### config.mk
export PLATFORM = sky130hd
export DESIGN_NAME = frame_column_loader_flat
export DESIGN_NICKNAME = d
export VERILOG_FILES = /design/src/rtl/frame_column_loader_if.sv /design/src/rtl/frame_column_loader.sv /design/src/flat_wrapper.sv
export SDC_FILE = /design/constraint.sdc
export NUM_CORES = 1
export LEC_CHECK = 0
export CAP_MARGIN = 20
export CORE_AREA = 2 2 97 136
export CTS_CLUSTER_DIAMETER = 80
export DETAILED_ROUTE_END_ITERATION = 12
export DIE_AREA = 0 0 99 138
export PLACE_DENSITY_LB_ADDON = 0.25
export REMOVE_ABC_BUFFERS = 1
export SLEW_MARGIN = 15
export SYNTH_ARGS = -nofsm -noshare
export SYNTH_HDL_FRONTEND = slang
export SYNTH_SLANG_ARGS = --single-unit
export TNS_END_PERCENT = 100
### constraint.sdc
create_clock -name i_user_clk -period 4.4 [get_ports i_user_clk]
set_input_delay 0.88 -clock i_user_clk [delete_from_list [all_inputs] [get_ports i_user_clk]]
set_output_delay 0.88 -clock i_user_clk [all_outputs]
set_load 0.02 [all_outputs]
### src/rtl/frame_column_loader_if.sv
// Configuration-word handshake and column-facing frame outputs of the loader.
interface frame_column_loader_if #(
  parameter int FrameBitsPerRow = 32,
  parameter int MaxFramesPerCol = 20
);
  logic [FrameBitsPerRow-1:0] cfg_data;
  logic                       cfg_is_addr;
  logic                       cfg_valid;
  logic                       cfg_ready;
  logic                       clear_error;
  logic [FrameBitsPerRow-1:0] frame_data;
  logic [MaxFramesPerCol-1:0] frame_strobe;
  logic                       error;
  logic [7:0]                 frames_written;

  modport master (
    output cfg_data, cfg_is_addr, cfg_valid, clear_error,
    input  cfg_ready, frame_data, frame_strobe, error, frames_written
  );

  modport slave (
    input  cfg_data, cfg_is_addr, cfg_valid, clear_error,
    output cfg_ready, frame_data, frame_strobe, error, frames_written
  );
endinterface

### src/rtl/frame_column_loader.sv
// Loads configuration frames into a fabric column: address words select a frame,
// data words run a SETUP / STROBE / HOLD write sequence on the selected strobe line.
module frame_column_loader #(
  parameter int MaxFramesPerCol = 20,
  parameter int FrameBitsPerRow = 32,
  parameter int StrobeWidth     = 2
) (
  input  logic                  i_user_clk,
  input  logic                  i_reset,
  frame_column_loader_if.slave  io_cfg
);
  typedef enum logic [1:0] {
    IDLE   = 2'd0,
    SETUP  = 2'd1,
    STROBE = 2'd2,
    HOLD   = 2'd3
  } state_t;

  localparam logic [5:0] FramesLimit   = 6'(MaxFramesPerCol);
  localparam logic [4:0] LastIdx       = 5'(MaxFramesPerCol - 1);
  localparam logic [3:0] LastStrobeCnt = 4'(StrobeWidth - 1);

  state_t                     r_state;
  logic [4:0]                 r_frame_idx;
  logic [3:0]                 r_strobe_cnt;
  logic [FrameBitsPerRow-1:0] r_frame_data;
  logic [MaxFramesPerCol-1:0] r_frame_strobe;
  logic                       r_error;
  logic [7:0]                 r_frames_written;

  logic                       w_accept;
  logic                       w_addr_legal;
  logic [MaxFramesPerCol-1:0] w_onehot;
  logic [4:0]                 w_next_idx;

  // Handshake qualification, address legality, strobe decode and wrapping increment.
  always_comb begin
    w_accept     = io_cfg.cfg_valid & (r_state == IDLE) & ~i_reset;
    w_addr_legal = ({1'b0, io_cfg.cfg_data[4:0]} < FramesLimit);
    w_onehot     = {{(MaxFramesPerCol-1){1'b0}}, 1'b1} << r_frame_idx;
    if (r_frame_idx == LastIdx) begin
      w_next_idx = 5'd0;
    end else begin
      w_next_idx = r_frame_idx + 5'd1;
    end
  end

  assign io_cfg.cfg_ready      = (r_state == IDLE) & ~i_reset;
  assign io_cfg.frame_data     = r_frame_data;
  assign io_cfg.frame_strobe   = r_frame_strobe;
  assign io_cfg.error          = r_error;
  assign io_cfg.frames_written = r_frames_written;

  // Write-sequence FSM with all column-facing outputs registered.
  always_ff @(posedge i_user_clk) begin
    if (i_reset) begin
      r_state          <= IDLE;
      r_frame_idx      <= 5'd0;
      r_strobe_cnt     <= 4'd0;
      r_frame_data     <= '0;
      r_frame_strobe   <= '0;
      r_error          <= 1'b0;
      r_frames_written <= 8'd0;
    end else begin
      // A rejected address in the same cycle as a clear keeps the flag set.
      if (w_accept && io_cfg.cfg_is_addr && !w_addr_legal) begin
        r_error <= 1'b1;
      end else if (io_cfg.clear_error) begin
        r_error <= 1'b0;
      end

      case (r_state)
        IDLE: begin
          if (w_accept) begin
            if (io_cfg.cfg_is_addr) begin
              if (w_addr_legal) begin
                r_frame_idx <= io_cfg.cfg_data[4:0];
              end
            end else begin
              r_frame_data <= io_cfg.cfg_data;
              r_state      <= SETUP;
            end
          end
        end
        SETUP: begin
          r_strobe_cnt   <= 4'd0;
          r_frame_strobe <= w_onehot;
          r_state        <= STROBE;
        end
        STROBE: begin
          if (r_strobe_cnt == LastStrobeCnt) begin
            r_frame_strobe <= '0;
            r_state        <= HOLD;
          end else begin
            r_strobe_cnt <= r_strobe_cnt + 4'd1;
          end
        end
        HOLD: begin
          if (r_frames_written != 8'hFF) begin
            r_frames_written <= r_frames_written + 8'd1;
          end
          r_frame_idx <= w_next_idx;
          r_state     <= IDLE;
        end
        default: begin
          r_frame_strobe <= '0;
          r_state        <= IDLE;
        end
      endcase
    end
  end
endmodule

### src/flat_wrapper.sv
// flat-port wrapper written by rule: the top's interface ports become plain ports
module frame_column_loader_flat 
#(
  parameter int MaxFramesPerCol = 20,
  parameter int FrameBitsPerRow = 32,
  parameter int StrobeWidth     = 2
)
  (i_user_clk, i_reset, io_cfg_cfg_data, io_cfg_cfg_is_addr, io_cfg_cfg_valid, io_cfg_clear_error, io_cfg_cfg_ready, io_cfg_frame_data, io_cfg_frame_strobe, io_cfg_error, io_cfg_frames_written);
  frame_column_loader_if #(.FrameBitsPerRow(FrameBitsPerRow), .MaxFramesPerCol(MaxFramesPerCol)) io_cfg_i ();
  input  logic i_user_clk;
  input  logic i_reset;
  input wire logic [$bits(io_cfg_i.cfg_data)-1:0] io_cfg_cfg_data;
  input wire logic [$bits(io_cfg_i.cfg_is_addr)-1:0] io_cfg_cfg_is_addr;
  input wire logic [$bits(io_cfg_i.cfg_valid)-1:0] io_cfg_cfg_valid;
  input wire logic [$bits(io_cfg_i.clear_error)-1:0] io_cfg_clear_error;
  output wire logic [$bits(io_cfg_i.cfg_ready)-1:0] io_cfg_cfg_ready;
  output wire logic [$bits(io_cfg_i.frame_data)-1:0] io_cfg_frame_data;
  output wire logic [$bits(io_cfg_i.frame_strobe)-1:0] io_cfg_frame_strobe;
  output wire logic [$bits(io_cfg_i.error)-1:0] io_cfg_error;
  output wire logic [$bits(io_cfg_i.frames_written)-1:0] io_cfg_frames_written;
  assign io_cfg_i.cfg_data = io_cfg_cfg_data;
  assign io_cfg_i.cfg_is_addr = io_cfg_cfg_is_addr;
  assign io_cfg_i.cfg_valid = io_cfg_cfg_valid;
  assign io_cfg_i.clear_error = io_cfg_clear_error;
  assign io_cfg_cfg_ready = io_cfg_i.cfg_ready;
  assign io_cfg_frame_data = io_cfg_i.frame_data;
  assign io_cfg_frame_strobe = io_cfg_i.frame_strobe;
  assign io_cfg_error = io_cfg_i.error;
  assign io_cfg_frames_written = io_cfg_i.frames_written;
  frame_column_loader #(.MaxFramesPerCol(MaxFramesPerCol), .FrameBitsPerRow(FrameBitsPerRow), .StrobeWidth(StrobeWidth)) u_core (.i_user_clk(i_user_clk), .i_reset(i_reset), .io_cfg(io_cfg_i));
endmodule
==> flow_summary.json <==
{
  "synth_area_leaders": "dfxtp_1 47%, nand2_1 9.5%, a21oi_1 7.7%, ha_1 4.9%, nor2_1 4.2%",
  "grt_first_pass_wirelength_mm": 13.1,
  "die_w_um": 99,
  "dpl.hpwl_mm": 5.55,
  "core_mm2": 0.0126,
  "track_usage": 0.117,
  "critPathKind": "reg -> out",
  "r2r_cells": 6,
  "syn-cell-area_mm2": 0.00306,
  "yosysMostFrequentCell": "nand2_1",
  "yosys.area.top_type_share": 0.472,
  "clk_latency_ns": 0.33,
  "post-route-util": 0.357,
  "maxCapViolCount": 0,
  "synth-seq-cells": 72,
  "p_clk_frac": 0.426,
  "grt_pass1_vias": 2725,
  "grt_max_degree": 73,
  "required_ns": 3.52,
  "post_synth_num_cell_types": 48,
  "synth_top_cell_by_area": "dfxtp_1",
  "pwr-share-seq": 0.368,
  "p_switching_mw": 0.543,
  "met3_usage": 0.0308,
  "grt_setup_unrepaired": "false",
  "synthCells": 357,
  "leakagePower_nw": 1.58,
  "path_max_fanout": 6,
  "dpl.cell_count": 589,
  "place.gp.congestion": 0.725,
  "synth_flop_cell": "dfxtp_1",
  "synth_seq_area_share": 0.472,
  "setup_viol_count_final": 0,
  "ios": 99,
  "gr-usage-met2": 0.196,
  "dr.pass1.iters": 5,
  "cp_slowest_cell": "clkdlybuf4s50_1",
  "nNetsFinal": 497,
  "finalMaxSlewViolations": 0,
  "arrival_ns": 1.88,
  "clkSinkCount": 72,
  "period_minus_slack_ns": 2.76,
  "drc": 0,
  "min_path_cells": 2,
  "start_kind": "register",
  "grt_overflow": 0,
  "cts_hold_buf": 0,
  "final_hold_viol_count": 0,
  "layout-drive-gt1-share": 0.0618,
  "n_antenna_cell": 0,
  "synth_edf_count": 0,
  "p_int_mw": 1.41,
  "synthXorXnorAreaFrac": 0.0115,
  "fin_setup_tns_ns": 0,
  "finClkSkew_ns": 0.00696,
  "synth_top_family_by_area": "simple AND/OR/NAND/NOR gates",
  "grt_busiest_layer": "met2",
  "hp-class": "reg -> reg",
  "cts_root_buf": "clkbuf_16",
  "end_kind": "primary output",
  "async_flop_share": 0,
  "post-cts-setup-buffer-count": 0,
  "slew_headroom": 0.484,
  "wl_per_cell_um": 13.3,
  "port_buffers": 98,
  "antenna_found_initial": 0,
  "vias_per_cell": 4.62,
  "vias": 2802,
  "path_clk_slew_ns": 0.06,
  "cp.depth": 4,
  "worst-path-buf-inv": 2,
  "rows": 49,
  "drt-total-wl_mm": 8.05,
  "first_iter_violations": 105,
  "r2r_setup_slack_ns": 2.36,
  "clk_path_buf_depth": 2,
  "yosys.area_share.adder": 0.0491,
  "htree_levels": 3,
  "yosys-mux-area-fraction": 0.0168,
  "start_util": 0.243,
  "fp.dieH_um": 138,
  "synth_compound_area_frac": 0.176,
  "period_share": 0.628,
  "vdd_drop_max_mv": 0.173,
  "netSwitchingFraction": 0.278,
  "syn-mean-instance-area_um2": 8.56,
  "yosys.area_share.simple": 0.229,
  "met1_usage": 0.141,
  "path_cells": "inv_1 > ha_1 > nor2b_4 > clkdlybuf4s50_1",
  "max_stage_delay_ns": 0.63,
  "p_per_area_mw_per_mm2": 435,
  "cts_buffers": 9,
  "antenna_left": 0,
  "synth_common_cells": "77 x nand2_1, 72 x dfxtp_1, 47 x a21oi_1",
  "worst_pin_slew_ns": 0.775,
  "comb_power_share": 0.206,
  "fin_cells": 606,
  "syn2layout_area_growth_pct": 46.8,
  "yosysWarnings": 0,
  "max_freq_mhz": 362,
  "die-area_mm2": 0.0137,
  "outcome": "complete, no violations",
  "crit_family": "buffers and inverters",
  "cts_tree": "yes",
  "post_cts_resized": 0
}
-- routing by layer --
layer | vias to the layer above | part of all wire
li1 | 1420 | -
met4 | 0 | 0.017
met5 | - | 0
met3 | 9 | 0.052
met1 | 1301 | 0.45
met2 | 72 | 0.48
-- cell type report --
cell class | instances | area, µm²
multi-input cells | 254 | 1470
clock buffers | 11 | 233
clock inverters | 5 | 104
repair buffers | 101 | 1010
well taps | 153 | 191
fillers | 1292 | 8080
flip-flops and latches | 72 | 1440
inverters | 10 | 37.5
-- kinds of logic after synthesis --
logic type | Yosys count
xor gates and xnor gates | 4
and+or+nand+nor | 150
muxes | 5
AOI/OAI and AO/OA | 83
adders and majority gates | 12
buffers and inverters | 31
DFF | 72
-- stage by stage --
step	instance area (µm²)	setup WS, ns	power [mW]	hold WS [ns]
5_1_grt	4490	1.55	2.06	0.468
4_1_cts	4470	1.61	1.98	0.454
6_report	4490	1.64	1.95	0.453
3_5_place_dp	4130	1.61	1.13	0.446
3_3_place_gp	4130	1.64	1.12	0.443
2_1_floorplan	2950	1.88	0.966	0.477
-- path summary, 6_finish.rpt --
path	startpoint	to
max	u_core.r_state[0]$_SDFFE_PP0P_	io_cfg_cfg_ready
min	u_core.io_cfg.frame_strobe[3]$_SDFFE_PP0P_	u_core.io_cfg.frame_strobe[3]$_SDFFE_PP0P_
max reg2reg	u_core.r_state[0]$_SDFFE_PP0P_	u_core.io_cfg.frame_strobe[9]$_SDFFE_PP0P_
min reg2reg	u_core.io_cfg.frame_strobe[3]$_SDFFE_PP0P_	u_core.io_cfg.frame_strobe[3]$_SDFFE_PP0P_
-- power groups by stage --
stage	sequential, mW	combinational (mW)	clock [mW]
2_1_floorplan	0.756	0.210	0
3_3_place_gp	0.731	0.390	0
3_5_place_dp	0.733	0.401	0
4_1_cts	0.719	0.402	0.861
5_1_grt	0.724	0.440	0.891
6_report	0.718	0.401	0.831
-- cell usage in the layout (no fill, tap or decap), types with 2 or more instances in the layout --
master           instances
a21oi_1                 47
a211oi_1                 2
a221oi_1                 3
mux2i_1                  4
nor2_1                  34
clkdlybuf4s50_1         97
and3_1                   3
nor3_1                   4
nand2_1                 77
a22oi_1                  8
xor2_1                   3
o21ai_0                  4
buf_4                    2
clkbuf_16                9
inv_1                   10
nand2b_1                 2
and2_1                   2
dfxtp_1                 72
bufinv_16                3
nand3_1                  4
a32oi_1                  7
o211ai_1                 2
ha_1                    12
clkbuf_1                 2
nor2b_1                  3
nand4_1                 11
-- worst reg2reg max path: cells and delay by family (launching register included) --
kind / cells / cell delay, ns
adder cells (fa/ha/maj): 1 / 0.38
buffers and inverters: 1 / 0.08
AND/OR/NAND/NOR: 2 / 0.44
flip-flops: 1 / 0.37
AO/OA/AOI/OAI: 2 / 0.70
-- sequential cells by signal (all words and copies together), names as in the netlist --
| name | cells |
|---|---|
| u_core.r_frame_idx | 5 |
| u_core.io_cfg.frame_data | 32 |
| u_core.io_cfg.error | 1 |
| u_core.io_cfg.frame_strobe | 20 |
| u_core.r_strobe_cnt | 4 |
| u_core.io_cfg.frames_written | 8 |
| u_core.r_state | 2 |
(Power assumes the default switching activity.)
==> variant, RTL diff (same settings) <==
`MaxFramesPerCol` is set to 20 in 3 places; all go to 10.
--- a/src/rtl/frame_column_loader_if.sv
+++ b/src/rtl/frame_column_loader_if.sv
@@ -2,5 +2,5 @@
 interface frame_column_loader_if #(
   parameter int FrameBitsPerRow = 32,
-  parameter int MaxFramesPerCol = 20
+  parameter int MaxFramesPerCol = 10
 );
   logic [FrameBitsPerRow-1:0] cfg_data;
--- a/src/rtl/frame_column_loader.sv
+++ b/src/rtl/frame_column_loader.sv
@@ -2,5 +2,5 @@
 // data words run a SETUP / STROBE / HOLD write sequence on the selected strobe line.
 module frame_column_loader #(
-  parameter int MaxFramesPerCol = 20,
+  parameter int MaxFramesPerCol = 10,
   parameter int FrameBitsPerRow = 32,
   parameter int StrobeWidth     = 2
--- a/src/flat_wrapper.sv
+++ b/src/flat_wrapper.sv
@@ -2,5 +2,5 @@
 module frame_column_loader_flat 
 #(
-  parameter int MaxFramesPerCol = 20,
+  parameter int MaxFramesPerCol = 10,
   parameter int FrameBitsPerRow = 32,
   parameter int StrobeWidth     = 2
Ports: changed (resized io_cfg_frame_strobe); port bits go from 99 to 89. The function was not compared with the original's and may differ.
==> variant against the original RTL <==
Design area shrank 11%. Area after synthesis shrank 13%. Total power shrank 12%. Setup slack lost 0.19 ns. Sequential cell count shrank 10. Register-to-register slack lost 0.24 ns. Final cell count shrank 8.4%. Via count shrank 12%. Routed wire length shrank 9.3%. Highest routed layer unchanged.
==> variant: results (changes against the original RTL) <==
status: "complete, no violations"
slowest_delay_ns: 0.57  # -0.06 ns
final_layout_size_suffix_gt1_frac: 0.0622  # +0.000379
switching_power_uw: 463  # -15%
cts_resized: 0  # unchanged
grt_first_pass_wirelength_um: 11800  # -10%
peakVddDrop_v: 0.000187  # +7.8%
nNetsFinal: 447  # -10%
syn-instance-count: 315  # -12%
dr.pass1.iters: 5  # unchanged
fill_cells: 1293  # +0.077%
synthTopCellsByArea: "dfxtp_1 (47%), nand2_1 (9.6%), a21oi_1 (7.5%), ha_1 (6.1%), nor2_1 (3.5%)"
cp_max_fo: 32  # +26
gp_congestion: 0.755  # +4.2%
grt_pass1_vias: 2397  # -12%
grt_max_degree: 35  # -52%
grt_use_total: 0.108  # -0.00974
detail_route.wl_per_cell_um: 13.2  # -0.93%
synth_edf_count: 0  # unchanged
hpwlAfterDp_um: 5340  # -3.8%
drtIter0Drc: 113  # +7.6%
cts_max_level: 3  # unchanged
worstPathArrival_ns: 2.07  # +0.19 ns
cts_root_buffer: "clkbuf_16"
worst_clock_skew_ns: 0.00654  # -0.000419 ns
place_inst: 539  # -8.5%
largest_register_ffs: 32  # unchanged
antenna_found_initial: 0  # unchanged
power_leakage_uw: 0.00140  # -11%
ys_seq_area_frac: 0.467  # -0.00514
synth.distinct_cells: 46  # -4.2%
maxSlewHeadroom: 0.462  # -0.0219
holdCritPathClass: "flop to flop"
numPortBuffers: 88  # -10%
clk_latency_ns: 0.33  # about the same
drc: 0  # unchanged
post-cts-setup-buffers: 0  # unchanged
stdcell_count: 555  # -8.4%
synth_common_cells: "nand2_1 (68), dfxtp_1 (62), a21oi_1 (40)"
synthFlopType: "dfxtp_1"
ys_warn_count: 0  # unchanged
dpl_cell_area_sq_um: 3650  # -12%
vias: 2465  # -12%
synth-async-reset-ratio: 0  # unchanged
## variant: changes by cell type after synthesis, sizes merged, moves of 8 or more
| cell | change |
|---|---|
| nand4 | -8 |
| clkbuf | +8 |
| nand2 | -9 |
| a21oi | -8 |
| dfxtp | -10 |
| nor2 | -9 |
| buf | -9 |
## variant: per-stage QoR
| step | setup slack (ns) | total power (uW) |
|---|---|---|
| final | 1.45 | 1720 |
| after global routing | 1.34 | 1810 |
| after CTS | 1.42 | 1750 |
| after detailed placement | 1.38 | 978 |
| after global placement | 1.41 | 969 |
| after floorplan | 1.88 | 821 |
## variant: area by class of cell
type / count / area, sq um / share of cell area
repair buffers: 91 / 906 / 0.228
inverters: 8 / 30.0 / 0.00755
flip-flops and latches: 62 / 1240 / 0.312
clock buffers: 10 / 239 / 0.0601
clock inverters: 6 / 85.1 / 0.0214
multi-input cells: 225 / 1290 / 0.323
well taps: 153 / 191 / 0.0481
## variant: path summary, 6_finish.rpt
check	start	to	slack [ns]	depth (start not counted)
worst max-delay path	i_reset	io_cfg_cfg_ready	1.45	3
worst min-delay path	u_core.io_cfg.frame_data[17]$_SDFFE_PP0P_	u_core.io_cfg.frame_data[17]$_SDFFE_PP0P_	0.45	2
worst max register to register	u_core.r_state[1]$_SDFFE_PP0P_	u_core.r_state[1]$_SDFFE_PP0P_	2.12	6
worst min register to register	u_core.io_cfg.frame_data[17]$_SDFFE_PP0P_	u_core.io_cfg.frame_data[17]$_SDFFE_PP0P_	0.45	2
## variant: power groups by stage
stage	clock network [uW]	logic, uW	registers (uW)
6_report	758	342	621
4_1_cts	778	346	622
5_1_grt	808	375	627
2_1_floorplan	0	163	658
3_5_place_dp	0	344	634
3_3_place_gp	0	336	633
## variant: per-layer routing
metal | track usage | vias to the layer above | wire [um]
met2 | 0.181 | 71 | 3670
met5 | 0 | - | 0
li1 | - | 1247 | -
met3 | 0.0298 | 11 | 328
met1 | 0.125 | 1136 | 3140
met4 | 0.0505 | 0 | 165
## variant: worst max-delay path, delay by kind of cell
| family | cells | cell delay, ns |
|---|---|---|
| AND/OR/NAND/NOR | 1 | 0.13 |
| buffers and inverters | 2 | 1.05 |
## variant: cells by family (layout without fill, tap and decap cells)
group,Yosys count,in the layout,share of synthesized area
adder cells (fa/ha/maj),13,13,0.0611
buffers and inverters,28,115,0.0499
multiplexers,5,5,0.0193
AO/OA/AOI/OAI,73,73,0.170
AND/OR/NAND/NOR,131,131,0.223
flip-flops,62,62,0.467
XOR/XNOR,3,3,0.00988
